`config.mk`:
```
export PLATFORM = sky130hd
export DESIGN_NAME = button_pulse_gen
export DESIGN_NICKNAME = d
export VERILOG_FILES = /design/src/rtl/button_pkg.sv /design/src/rtl/button_debounce_ch.sv /design/src/rtl/button_pulse_gen.sv
export SDC_FILE = /design/constraint.sdc
export NUM_CORES = 1
export LEC_CHECK = 0
export ABC_AREA = 1
export CAP_MARGIN = 25
export CORE_MARGIN = 2
export CORE_UTILIZATION = 62
export DETAILED_ROUTE_END_ITERATION = 8
export PLACE_DENSITY = 0.8
export SYNTH_ARGS = -nofsm -noshare
export SYNTH_HDL_FRONTEND = slang
export SYNTH_SLANG_ARGS = --single-unit
```
`constraint.sdc`:
```
create_clock -name clk -period 13.6 [get_ports clk]
set_clock_uncertainty 0.1 [all_clocks]
set_input_delay 2.72 -clock clk [delete_from_list [all_inputs] [get_ports clk]]
set_output_delay 2.72 -clock clk [all_outputs]
set_load 0.03 [all_outputs]
```
`src/rtl/button_pkg.sv`:
```
// Shared constants and channel FSM state type for the push-button conditioner.
package button_pkg;

   localparam int BTN_C = 0;
   localparam int BTN_U = 1;
   localparam int BTN_L = 2;
   localparam int BTN_R = 3;
   localparam int BTN_D = 4;

   localparam int N_BTN_DEF         = 5;
   localparam int DEBOUNCE_DEF      = 1000000;
   localparam int REPEAT_DELAY_DEF  = 50000000;
   localparam int REPEAT_PERIOD_DEF = 10000000;

   typedef enum logic [1:0] {
      IDLE    = 2'd0,
      WAIT_HI = 2'd1,
      HELD    = 2'd2,
      WAIT_LO = 2'd3
   } btn_state_t;

endpackage

```
`src/rtl/button_debounce_ch.sv`:
```
// One button channel: 2-flop synchroniser, debounce FSM, registered level/press/release.
// Optional auto-repeat of the press pulse under BUTTON_PULSE_GEN_AUTO_REPEAT_EN.
//
// state   | meaning
// IDLE    | accepted level 0, input agrees
// WAIT_HI | input high, counting toward acceptance of a press
// HELD    | accepted level 1, input agrees
// WAIT_LO | input low, counting toward acceptance of a release
module button_debounce_ch
   import button_pkg::*;
#(
   parameter int DEBOUNCE_CYCLES = DEBOUNCE_DEF
`ifdef BUTTON_PULSE_GEN_AUTO_REPEAT_EN
   ,
   parameter int REPEAT_DELAY  = REPEAT_DELAY_DEF,
   parameter int REPEAT_PERIOD = REPEAT_PERIOD_DEF
`endif
) (
   input  logic clk,
   input  logic rst,
   input  logic raw,
   output logic level,
   output logic press,
   output logic released
);

   localparam int CW = $clog2(DEBOUNCE_CYCLES + 1);
   localparam logic [CW-1:0] CNT_ONE = CW'(1);
   localparam logic [CW-1:0] CNT_TC  = CW'(DEBOUNCE_CYCLES - 1);

   logic          s1, s2;
   btn_state_t    state_q, state_d;
   logic [CW-1:0] cnt_q, cnt_d;
   logic          level_d, press_d, released_d;

   always_ff @(posedge clk or posedge rst) begin
      if (rst) begin
         s1 <= 1'b0;
         s2 <= 1'b0;
      end else begin
         s1 <= raw;
         s2 <= s1;
      end
   end

`ifdef BUTTON_PULSE_GEN_AUTO_REPEAT_EN
   localparam int RMAX = (REPEAT_DELAY > REPEAT_PERIOD) ? REPEAT_DELAY : REPEAT_PERIOD;
   localparam int RW   = $clog2(RMAX + 1);
   localparam logic [RW-1:0] REP_FIRST = RW'(REPEAT_DELAY - 1);
   localparam logic [RW-1:0] REP_NEXT  = RW'(REPEAT_PERIOD - 1);
   localparam logic [RW-1:0] REP_ONE   = RW'(1);

   logic [RW-1:0] rep_q, rep_d;

   always_ff @(posedge clk or posedge rst) begin
      if (rst) rep_q <= REP_FIRST;
      else     rep_q <= rep_d;
   end
`endif

   always_ff @(posedge clk or posedge rst) begin
      if (rst) begin
         state_q  <= IDLE;
         cnt_q    <= '0;
         level    <= 1'b0;
         press    <= 1'b0;
         released <= 1'b0;
      end else begin
         state_q  <= state_d;
         cnt_q    <= cnt_d;
         level    <= level_d;
         press    <= press_d;
         released <= released_d;
      end
   end

   always_comb begin
      state_d    = state_q;
      cnt_d      = cnt_q;
      level_d    = level;
      press_d    = 1'b0;
      released_d = 1'b0;
      unique case (state_q)
         IDLE: begin
            if (s2) begin
               if (DEBOUNCE_CYCLES == 1) begin
                  state_d = HELD;
                  level_d = 1'b1;
                  press_d = 1'b1;
               end else begin
                  state_d = WAIT_HI;
                  cnt_d   = CNT_ONE;
               end
            end
         end
         WAIT_HI: begin
            if (!s2) begin
               state_d = IDLE;
               cnt_d   = '0;
            end else if (cnt_q == CNT_TC) begin
               state_d = HELD;
               cnt_d   = '0;
               level_d = 1'b1;
               press_d = 1'b1;
            end else begin
               cnt_d = cnt_q + CNT_ONE;
            end
         end
         HELD: begin
            if (!s2) begin
               if (DEBOUNCE_CYCLES == 1) begin
                  state_d    = IDLE;
                  level_d    = 1'b0;
                  released_d = 1'b1;
               end else begin
                  state_d = WAIT_LO;
                  cnt_d   = CNT_ONE;
               end
            end
         end
         WAIT_LO: begin
            if (s2) begin
               state_d = HELD;
               cnt_d   = '0;
            end else if (cnt_q == CNT_TC) begin
               state_d    = IDLE;
               cnt_d      = '0;
               level_d    = 1'b0;
               released_d = 1'b1;
            end else begin
               cnt_d = cnt_q + CNT_ONE;
            end
         end
         default: begin
            state_d = IDLE;
            cnt_d   = '0;
            level_d = 1'b0;
         end
      endcase
`ifdef BUTTON_PULSE_GEN_AUTO_REPEAT_EN
      // Repeat timer only runs while staying in HELD; any other cycle rearms it.
      rep_d = REP_FIRST;
      if (state_q == HELD && state_d == HELD) begin
         if (rep_q == '0) begin
            press_d = 1'b1;
            rep_d   = REP_NEXT;
         end else begin
            rep_d = rep_q - REP_ONE;
         end
      end
`endif
   end

endmodule

```
`src/rtl/button_pulse_gen.sv`:
```
// Push-button conditioner: N_BTN independent debounced channels with press/release pulses.
// Auto-repeat of press pulses is enabled by defining BUTTON_PULSE_GEN_AUTO_REPEAT_EN.
module button_pulse_gen
   import button_pkg::*;
#(
   parameter int N_BTN           = N_BTN_DEF,
   parameter int DEBOUNCE_CYCLES = DEBOUNCE_DEF,
   parameter int REPEAT_DELAY    = REPEAT_DELAY_DEF,
   parameter int REPEAT_PERIOD   = REPEAT_PERIOD_DEF
) (
   input  logic             clk,
   input  logic             rst,
   input  logic [N_BTN-1:0] btn_raw,
   output logic [N_BTN-1:0] btn_level,
   output logic [N_BTN-1:0] btn_press,
   output logic [N_BTN-1:0] btn_release
);

   if (DEBOUNCE_CYCLES < 1 || REPEAT_DELAY < 1 || REPEAT_PERIOD < 1) begin : g_cfg_err
      $error("button_pulse_gen: timing parameters must be >= 1");
   end

   for (genvar i = 0; i < N_BTN; i++) begin : g_ch
      button_debounce_ch #(
         .DEBOUNCE_CYCLES (DEBOUNCE_CYCLES)
`ifdef BUTTON_PULSE_GEN_AUTO_REPEAT_EN
         ,
         .REPEAT_DELAY    (REPEAT_DELAY),
         .REPEAT_PERIOD   (REPEAT_PERIOD)
`endif
      ) u_ch (
         .clk      (clk),
         .rst      (rst),
         .raw      (btn_raw[i]),
         .level    (btn_level[i]),
         .press    (btn_press[i]),
         .released (btn_release[i])
      );
   end

endmodule

```
==> impl_metrics.py, run 1 <==
metrics = {
    "worst_setup_path": {
        "slowest_stage": "clkdlybuf4s50_1",
        "crit_chain": "clkdlybuf4s50_1",
        "timing_worst_setup_path_type": "reg2out",
        "cp_max_fo": 2,
        "reg2reg_slack_ns": 11.50,
        "cp.required_ns": 10.78,
        "cp.arrival_ns": 1.45,
        "cp-start-kind": "register",
        "cp_top_family": "buffers and inverters",
        "slowest_delay_ns": 0.69,
        "end_kind": "output port",
        "r2r_cells": 8,
        "rr_endpoint": "g_ch[0].u_ch.cnt_q[12]$_DFFE_PP0P_",
        "cp.buffers_inverters": 1,
    },
    "synthesis": {
        "ys_types": 33,
        "synth_area_leader_cell": "dfrtp_1",
        "syn_inst": 1027,
        "syn-cell-area_um2": 7550,
        "synth-seq-cells": 135,
        "seq_area_frac_synth_pct": 44.8,
        "syn_avg_cell_area_um2": 7.35,
        "synthTopCellsByArea": "dfrtp_1 (45%), nand2_1 (15%), nor2_1 (7.5%)",
        "synth_top_area_share_pct": 44.8,
        "synthesis.nets": 1039,
        "yosys_warnings": 0,
    },
    "min_path": {
        "worstHoldEndpoint": "g_ch[0].u_ch.s2$_DFF_PP0_",
        "holdCritPathClass": "reg2reg",
        "worstHoldStart": "g_ch[0].u_ch.s1$_DFF_PP0_",
        "min_delay_path_depth": 0,
    },
    "outcome": {
        "status": "finished clean",
    },
    "layout": {
        "drive_gt1_share_pct": 5.60,
        "fin_nets": 1053,
        "antennaDiodeCount": 0,
        "area_growth_pct": 11.8,
        "fin_cells": 1200,
        "final_area_um2": 8440,
        "fillers": 960,
    },
    "route": {
        "drc": 0,
        "vias_per_cell": 5.31,
        "num_vias": 6373,
        "dr.pass1.iters": 6,
        "drt-wirelength-per-cell_um": 12.7,
        "antenna_left": 0,
        "drt_wl_total_mm": 15.3,
        "drtIter0Drc": 527,
    },
    "die": {
        "core_region_area_um2": 12000,
        "ios": 22,
        "num_rows": 40,
        "dieHeight_um": 114,
        "die_w_um": 114,
        "start_util_pct": 63.1,
        "dieArea_um2": 13100,
    },
    "run": {
        "max_cap_violations": 0,
    },
    "global_route": {
        "grt_max_degree": 83,
        "grt_antenna_before_repair": 0,
        "grt_pass1_vias": 6108,
        "grt_overflow": 0,
        "grt_first_pass_wirelength_mm": 27.1,
        "track_usage_pct": 25.8,
    },
    "clock_tree": {
        "clkSinkCount": 135,
        "post_cts_resize_count": 0,
        "cts_setup_buffers": 0,
        "htree_num_levels": 4,
        "clkLatencyLatePin_ns": 0.43,
        "hold_buffers": 0,
        "cts_buffers": 17,
        "clk_pin_slew_ns": 0.06,
        "tritoncts": "yes",
        "cts_root_buf": "clkbuf_16",
        "clk_path_buf_depth": 2,
    },
    "timing": {
        "tightest_slew_ns": 0.688,
        "period_share_pct": 31.4,
        "fmax_ghz": 0.234,
        "fin_crit_ns": 4.27,
        "relSlewSlack_pct": 54.1,
        "rsz0062_at_grt": "no",
        "finalHoldViolations": 0,
        "final_max_slew_viol_count": 0,
        "hold_ws_ns": 0.245,
        "tns_ns": 0,
        "finalSetupViolations": 0,
    },
    "place": {
        "place_area_um2": 7770,
        "dp_hpwl_mm": 10.4,
        "gp_congestion": 0.899,
        "port_buffers": 21,
        "dp.cells": 1168,
    },
    "pwr": {
        "p_leak_nw": 3.81,
        "p_per_area_nw_per_um2": 137,
        "max-vdd-ir-drop_uv": 105,
    },
}
-- layout by cell type (no fill, tap or decap), types with 2 or more instances in the layout --
cell type and count:
clkinv_2 3, a21oi_1 12, nand3_2 5, inv_6 3, clkdlybuf4s50_1 21, xor2_1 42, bufinv_16 5, inv_2 2
nor2_4 2, ha_1 5, o21ai_1 3, clkbuf_16 17, nor2_2 8, o21ai_0 44, inv_1 120, nand3_1 87
nor3_1 15, nor2_1 150, xnor2_1 7, dfrtp_1 135, o21bai_1 2, o22ai_1 21, nand2_1 299, clkinvlp_4 4
nand2_2 4, nand4_1 26
-- cell type report --
class                      count  area, um2  area share, %
clock buffer                  18        439           5.20
clock inverter                13        204           2.42
inverter                     126        488           5.78
multi-input combinational    738       3500           41.5
sequential                   135       3380           40.0
tap                          147        184           2.18
timing repair buffer          23        245           2.91
-- how the worst max path moves through the flow --
stage,from,endpoint,slack [ns],cells past startpoint
global route,g_ch[4].u_ch.level$_DFFE_PP0P_,btn_level[4],9.28,1
detailed placement,rst,g_ch[2].u_ch.cnt_q[19]$_DFFE_PP0P_,8.86,3
floorplan,rst,asynchronous set/reset pin,7.17,1
global placement,rst,g_ch[0].u_ch.cnt_q[17]$_DFFE_PP0P_,8.88,3
finish,g_ch[4].u_ch.level$_DFFE_PP0P_,btn_level[4],9.33,1
CTS,g_ch[4].u_ch.level$_DFFE_PP0P_,btn_level[4],9.30,1
-- power by group --
part           internal (mW)  switching (mW)  leakage, nW  total [mW]
logic                 0.0521           0.142         1.67       0.195
registers              0.428          0.0301         1.83       0.458
clock network          0.328           0.174        0.304       0.501
total                  0.808           0.346         3.81        1.15
-- sequential cells by signal (all words and copies together) (netlist names), named ones only --
register,count
g_ch.u_ch.s1,5
g_ch.u_ch.state_q,5
g_ch.u_ch.cnt_q,100
g_ch.u_ch.level,5
g_ch.u_ch.s2,5
g_ch.u_ch.released,5
g_ch.u_ch.press,5
-- metrics by stage --
stage	utilization, %	worst slack (ns)	power, mW
finish	70.6	9.33	1.15
global route	70.6	9.28	1.21
CTS	70.3	9.30	1.16
detailed placement	65.0	8.86	0.660
global placement	65.0	8.88	0.655
floorplan	-	7.17	0.617
-- logic make-up after synthesis --
logic type,synth area share [%]
simple gates,33.8
buf+inv,8.84
flops,44.8
compound gates,5.94
xor+xnor,5.69
fa+ha+maj,0.829
mux,0.133
-- per-layer routing --
| layer | vias up | part of all wire (%) | wire, um | global-route usage (%) |
|---|---|---|---|---|
| li1 | 3265 | - | - | - |
| met1 | 2951 | 47 | 7170 | 33.7 |
| met5 | - | 0 | 0 | 0 |
| met4 | 0 | 1.2 | 176 | 8.46 |
| met2 | 142 | 48 | 7370 | 43.2 |
| met3 | 15 | 3.8 | 588 | 5.51 |
-- Yosys cell counts --
cell type,count
nor3b_1,1
nand2_2,4
clkbuf_1,4
o21ai_1,3
nor3_1,15
inv_6,2
nor2_1,150
nand2_4,1
clkbuf_2,1
nand2_1,299
nand3b_1,1
dfrtp_1,135
nand3_2,5
xnor2_1,7
nor2_8,1
inv_2,2
o21bai_1,2
a21oi_1,12
nor2_2,8
mux2i_1,1
o22ai_1,21
buf_2,5
nor2_4,2
nand3_1,87
a31oi_1,1
xor2_1,42
nand4_1,26
clkinv_1,1
o21ai_0,44
ha_1,5
buf_4,17
buf_6,1
inv_1,121
(Power assumes the default switching activity.)
==> inputs of run 2 (changes only) <==
--- a/config.mk
+++ b/config.mk
@@ -8,9 +8,9 @@
 export ABC_AREA = 1
 export CAP_MARGIN = 25
 export CORE_MARGIN = 2
-export CORE_UTILIZATION = 62
+export CORE_UTILIZATION = 56
 export DETAILED_ROUTE_END_ITERATION = 8
-export PLACE_DENSITY = 0.8
+export PLACE_DENSITY = 0.76
 export SYNTH_ARGS = -nofsm -noshare
 export SYNTH_HDL_FRONTEND = slang
 export SYNTH_SLANG_ARGS = --single-unit
==> constraint.sdc (replaced) <==
create_clock -name clk -period 3.4 [get_ports clk]
set_clock_uncertainty 0.1 [all_clocks]
set_input_delay 0.68 -clock clk [delete_from_list [all_inputs] [get_ports clk]]
set_output_delay 0.68 -clock clk [all_outputs]
set_load 0.03 [all_outputs]
==> impl_metrics.py, run 2 (same netlist as run 1, synthesis figures left out) <==
metrics = {
    "place": {
        "dp.cells": 1201,
        "dp_slack_ns": 1.40,
        "place_area_um2": 7860,
        "port_buffers": 21,
        "gp_congestion": 0.900,
        "dp_hpwl_mm": 10.8,
    },
    "clock_tree": {
        "clkLatencyLatePin_ns": 0.42,
        "clk_path_buf_depth": 2,
        "clk_pin_slew_ns": 0.05,
        "clkSinkCount": 135,
        "cts_root_buf": "clkbuf_16",
        "hold_buffers": 0,
        "tritoncts": "yes",
        "cts_buffers": 17,
        "htree_num_levels": 4,
        "post_cts_resize_count": 0,
        "cts_setup_buffers": 0,
    },
    "worst_setup_path": {
        "cp.arrival_ns": 1.51,
        "cp.buffers_inverters": 1,
        "cp.required_ns": 2.62,
        "end_kind": "output port",
        "slowest_delay_ns": 0.69,
        "r2r_start": "g_ch[4].u_ch.cnt_q[1]$_DFFE_PP0P_",
        "slowest_stage": "clkdlybuf4s50_1",
        "cp-start-kind": "register",
        "cp_top_family": "buffers and inverters",
        "crit_start": "g_ch[2].u_ch.level$_DFFE_PP0P_",
        "timing_worst_setup_path_type": "reg2out",
        "crit_chain": "clkdlybuf4s50_1",
        "cp_max_fo": 2,
    },
    "die": {
        "dieHeight_um": 120,
        "ios": 22,
        "start_util_pct": 57.2,
        "dieArea_um2": 14400,
        "die_w_um": 120,
        "core_region_area_um2": 13200,
        "num_rows": 42,
    },
    "timing": {
        "finalHoldViolations": 0,
        "final_max_slew_viol_count": 0,
        "period_share_pct": 67.4,
        "rsz0062_at_grt": "no",
        "relSlewSlack_pct": 58.1,
        "finalSetupViolations": 0,
        "tns_ns": 0,
        "hold_ws_ns": 0.246,
        "fmax_ghz": 0.436,
        "layout_setup_ws_ns": 1.11,
        "fin_crit_ns": 2.29,
        "tightest_slew_ns": 0.626,
    },
    "layout": {
        "fin_nets": 1056,
        "final_common_cell": "nand2_1",
        "final_area_um2": 8480,
        "antennaDiodeCount": 0,
        "final_cell_mix": "nand2_1 (299), nor2_1 (150), dfrtp_1 (135)",
        "drive_gt1_share_pct": 5.87,
        "fin_cells": 1233,
        "top_register": "g_ch.u_ch.cnt_q",
        "largest_register_ffs": 100,
        "area_growth_pct": 12.3,
        "post-route-util_pct": 64.3,
    },
    "pwr": {
        "p_leak_nw": 3.82,
        "finalPower_mw": 4.51,
        "max-vdd-ir-drop_uv": 405,
        "p_per_area_nw_per_um2": 532,
    },
    "global_route": {
        "grt_max_degree": 41,
        "track_usage_pct": 23.3,
        "grt_overflow": 0,
        "grt_first_pass_wirelength_mm": 27.0,
        "grt_antenna_before_repair": 0,
        "grt_pass1_vias": 6057,
    },
    "outcome": {
        "status": "finished clean",
    },
    "route": {
        "vias_per_cell": 5.17,
        "drtIter0Drc": 470,
        "num_vias": 6377,
        "drt-wirelength-per-cell_um": 12.6,
        "drt_wl_total_mm": 15.5,
        "antenna_left": 0,
        "drc": 0,
        "dr.pass1.iters": 5,
    },
    "min_path": {
        "holdCritPathClass": "reg2reg",
        "worstHoldStart": "g_ch[0].u_ch.s1$_DFF_PP0_",
    },
    "run": {
        "max_cap_violations": 0,
    },
}
## run 2: per-layer routing
| metal | track usage [%] | vias up | routed length, um |
|---|---|---|---|
| li1 | - | 3292 | - |
| met1 | 30.2 | 2956 | 7380 |
| met2 | 37.5 | 105 | 7300 |
| met4 | 9.93 | 0 | 244 |
| met3 | 5.61 | 24 | 550 |
| met5 | 0 | - | 0 |
## run 2: final timing paths
check,endpoint,slack [ns],cells after the start
worst max-delay path,btn_level[2],1.11,1
worst min-delay path,g_ch[0].u_ch.s2$_DFF_PP0_,0.25,0
worst max register to register,g_ch[4].u_ch.state_q[0]$_DFFE_PP0P_,1.37,8
worst min register to register,g_ch[0].u_ch.s2$_DFF_PP0_,0.25,0
max in group asynchronous,g_ch[4].u_ch.state_q[0]$_DFFE_PP0P_,1.90,3
min in group asynchronous,g_ch[2].u_ch.cnt_q[18]$_DFFE_PP0P_,0.59,2
## run 2: report_power, final
group	switching, mW	total (mW)	leakage, nW	internal, mW
combinational	0.571	0.782	1.68	0.211
sequential	0.120	1.83	1.83	1.71
clock	0.687	1.90	0.299	1.21
## run 2: final cells by class
cell class | count | area, um2
Tap cell | 176 | 220
Timing Repair Buffer | 26 | 273
Fill cell | 1140 | 4710
Clock inverter | 11 | 146
Multi-Input combinational cell | 738 | 3500
Clock buffer | 21 | 470
Inverter | 126 | 487
Sequential cell | 135 | 3380
==> inputs of run 3 (changes only) <==
==> constraint.sdc (replaced) <==
create_clock -name clk -period 1.85 [get_ports clk]
set_clock_uncertainty 0.1 [all_clocks]
set_input_delay 0.37 -clock clk [delete_from_list [all_inputs] [get_ports clk]]
set_output_delay 0.37 -clock clk [all_outputs]
set_load 0.03 [all_outputs]
==> impl_metrics.py, run 3 (same netlist as run 1, synthesis figures left out) <==
metrics = {
    "outcome": {
        "status": "finished clean",
    },
    "timing": {
        "fmax_ghz": 0.575,
        "final_max_slew_viol_count": 0,
        "finalSetupViolations": 0,
        "relSlewSlack_pct": 67.0,
        "period_share_pct": 94.0,
        "tns_ns": 0,
        "fin_crit_ns": 1.74,
        "hold_ws_ns": 0.129,
        "tightest_slew_ns": 0.495,
        "finalHoldViolations": 0,
    },
    "worst_setup_path": {
        "slowest_delay_ns": 0.43,
        "cp-start-kind": "register",
        "timing_worst_setup_path_type": "reg2reg",
        "crit_start": "g_ch[3].u_ch.cnt_q[0]$_DFFE_PP0P_",
        "rr_endpoint": "g_ch[3].u_ch.cnt_q[6]$_DFFE_PP0P_",
        "slowest_stage": "dfrtp_1",
        "cp_max_fo": 8,
        "reg2reg_slack_ns": 0.11,
        "end_kind": "register",
        "cp.required_ns": 2.05,
        "r2r_cells": 10,
        "critPathMostFrequentCell": "nor2_1",
        "cp.arrival_ns": 1.94,
        "r2r_start": "g_ch[3].u_ch.cnt_q[0]$_DFFE_PP0P_",
        "crit_chain": "ha_4, nand3_2, nor2_4, inv_1, nor2_1, nand2_2, nand2_4, inv_6, nor2_8, nor2_1",
    },
    "clock_tree": {
        "clkSinkCount": 135,
        "cts_root_buf": "clkbuf_16",
        "clk_path_buf_depth": 2,
        "clkLatencyLatePin_ns": 0.42,
        "clk_pin_slew_ns": 0.06,
        "cts_buffers": 17,
        "htree_num_levels": 4,
        "tritoncts": "yes",
        "hold_buffers": 0,
    },
    "route": {
        "drtIter0Drc": 550,
        "num_vias": 6642,
        "drt_wl_total_mm": 16.4,
        "drt-wirelength-per-cell_um": 13.0,
        "vias_per_cell": 5.29,
        "dr.pass1.iters": 5,
        "drc": 0,
        "antenna_left": 0,
    },
    "global_route": {
        "grt_max_degree": 60,
        "grt_antenna_before_repair": 0,
        "grt_overflow": 0,
        "grt_pass1_vias": 6128,
        "track_usage_pct": 24.3,
        "grt_first_pass_wirelength_mm": 28.1,
    },
    "die": {
        "ios": 22,
        "dieArea_um2": 14400,
        "dieHeight_um": 120,
        "die_w_um": 120,
        "num_rows": 42,
        "core_region_area_um2": 13200,
        "start_util_pct": 57.2,
    },
    "place": {
        "port_buffers": 21,
        "dp_hpwl_mm": 11.1,
        "gp_congestion": 0.917,
        "dp.cells": 1218,
    },
    "layout": {
        "fillers": 1118,
        "top_register": "g_ch.u_ch.cnt_q",
        "antennaDiodeCount": 0,
        "largest_register_ffs": 100,
        "fin_nets": 1080,
        "drive_gt1_share_pct": 8.70,
        "fin_cells": 1256,
        "post-route-util_pct": 65.9,
        "final_common_cell": "nand2_1",
        "final_cell_mix": "nand2_1 (297), nor2_1 (145), dfrtp_1 (135)",
        "area_growth_pct": 15.2,
    },
    "pwr": {
        "p_per_area_nw_per_um2": 988,
        "max-vdd-ir-drop_uv": 690,
        "p_leak_nw": 4.01,
    },
    "min_path": {
        "holdCritPathClass": "in2async",
    },
    "run": {
        "max_cap_violations": 0,
    },
}
==> run 3: worst max path at each step <==
stage	to
final	g_ch[3].u_ch.cnt_q[6]$_DFFE_PP0P_
after global routing	g_ch[3].u_ch.cnt_q[4]$_DFFE_PP0P_
after CTS	g_ch[3].u_ch.cnt_q[6]$_DFFE_PP0P_
after detailed placement	g_ch[2].u_ch.cnt_q[12]$_DFFE_PP0P_
after global placement	g_ch[3].u_ch.cnt_q[8]$_DFFE_PP0P_
after floorplan	asynchronous set/reset pin
==> run 3: area by class of cell <==
type | count | area [um2] | share of cell area [%]
Multi-Input combinational cell | 739 | 3560 | 40.9
Sequential cell | 135 | 3380 | 38.9
Inverter | 126 | 489 | 5.63
Timing Repair Buffer | 49 | 439 | 5.05
Clock buffer | 18 | 429 | 4.94
Tap cell | 176 | 220 | 2.53
Clock inverter | 13 | 181 | 2.09
==> run 3: layer usage <==
layer,routed length [um],GRT usage (%),vias up
li1,-,-,3328
met1,7740,33.5,3148
met2,7770,37.9,143
met3,623,5.70,23
met4,234,7.94,0
met5,0,0,-
==> run 3: where the power goes <==
| group | internal [mW] | leakage [nW] | switching (mW) | total [mW] |
|---|---|---|---|---|
| Sequential | 3.15 | 1.83 | 0.228 | 3.38 |
| Combinational | 0.565 | 1.88 | 1.16 | 1.72 |
| Clock | 2.24 | 0.295 | 1.25 | 3.49 |
==> run 3: critical path, delay by kind of cell, from the launching register on <==
family / cells / cell delay (ns)
adder cells (fa/ha/maj): 1 / 0.19
flip-flops: 1 / 0.43
buffers and inverters: 2 / 0.12
AND/OR/NAND/NOR: 7 / 0.78
==> run 3: what timing repair did <==
item / 4_1_cts / 5_1_grt
cloned: 0 / 1
setup endpoints to repair: 15 / 51
setup buffers: 0 / 6
resized for setup: 15 / 14
pin swaps: 0 / 4
==> run 3: stage by stage <==
step | power (mW) | area [um2] | setup slack (ns)
2_1_floorplan | 4.53 | 7550 | -0.299
3_3_place_gp | 4.98 | 8000 | 0.143
3_5_place_dp | 5.02 | 8000 | 0.0817
4_1_cts | 8.55 | 8590 | 0.0422
5_1_grt | 9.03 | 8690 | -0.0197
6_report | 8.59 | 8690 | 0.111
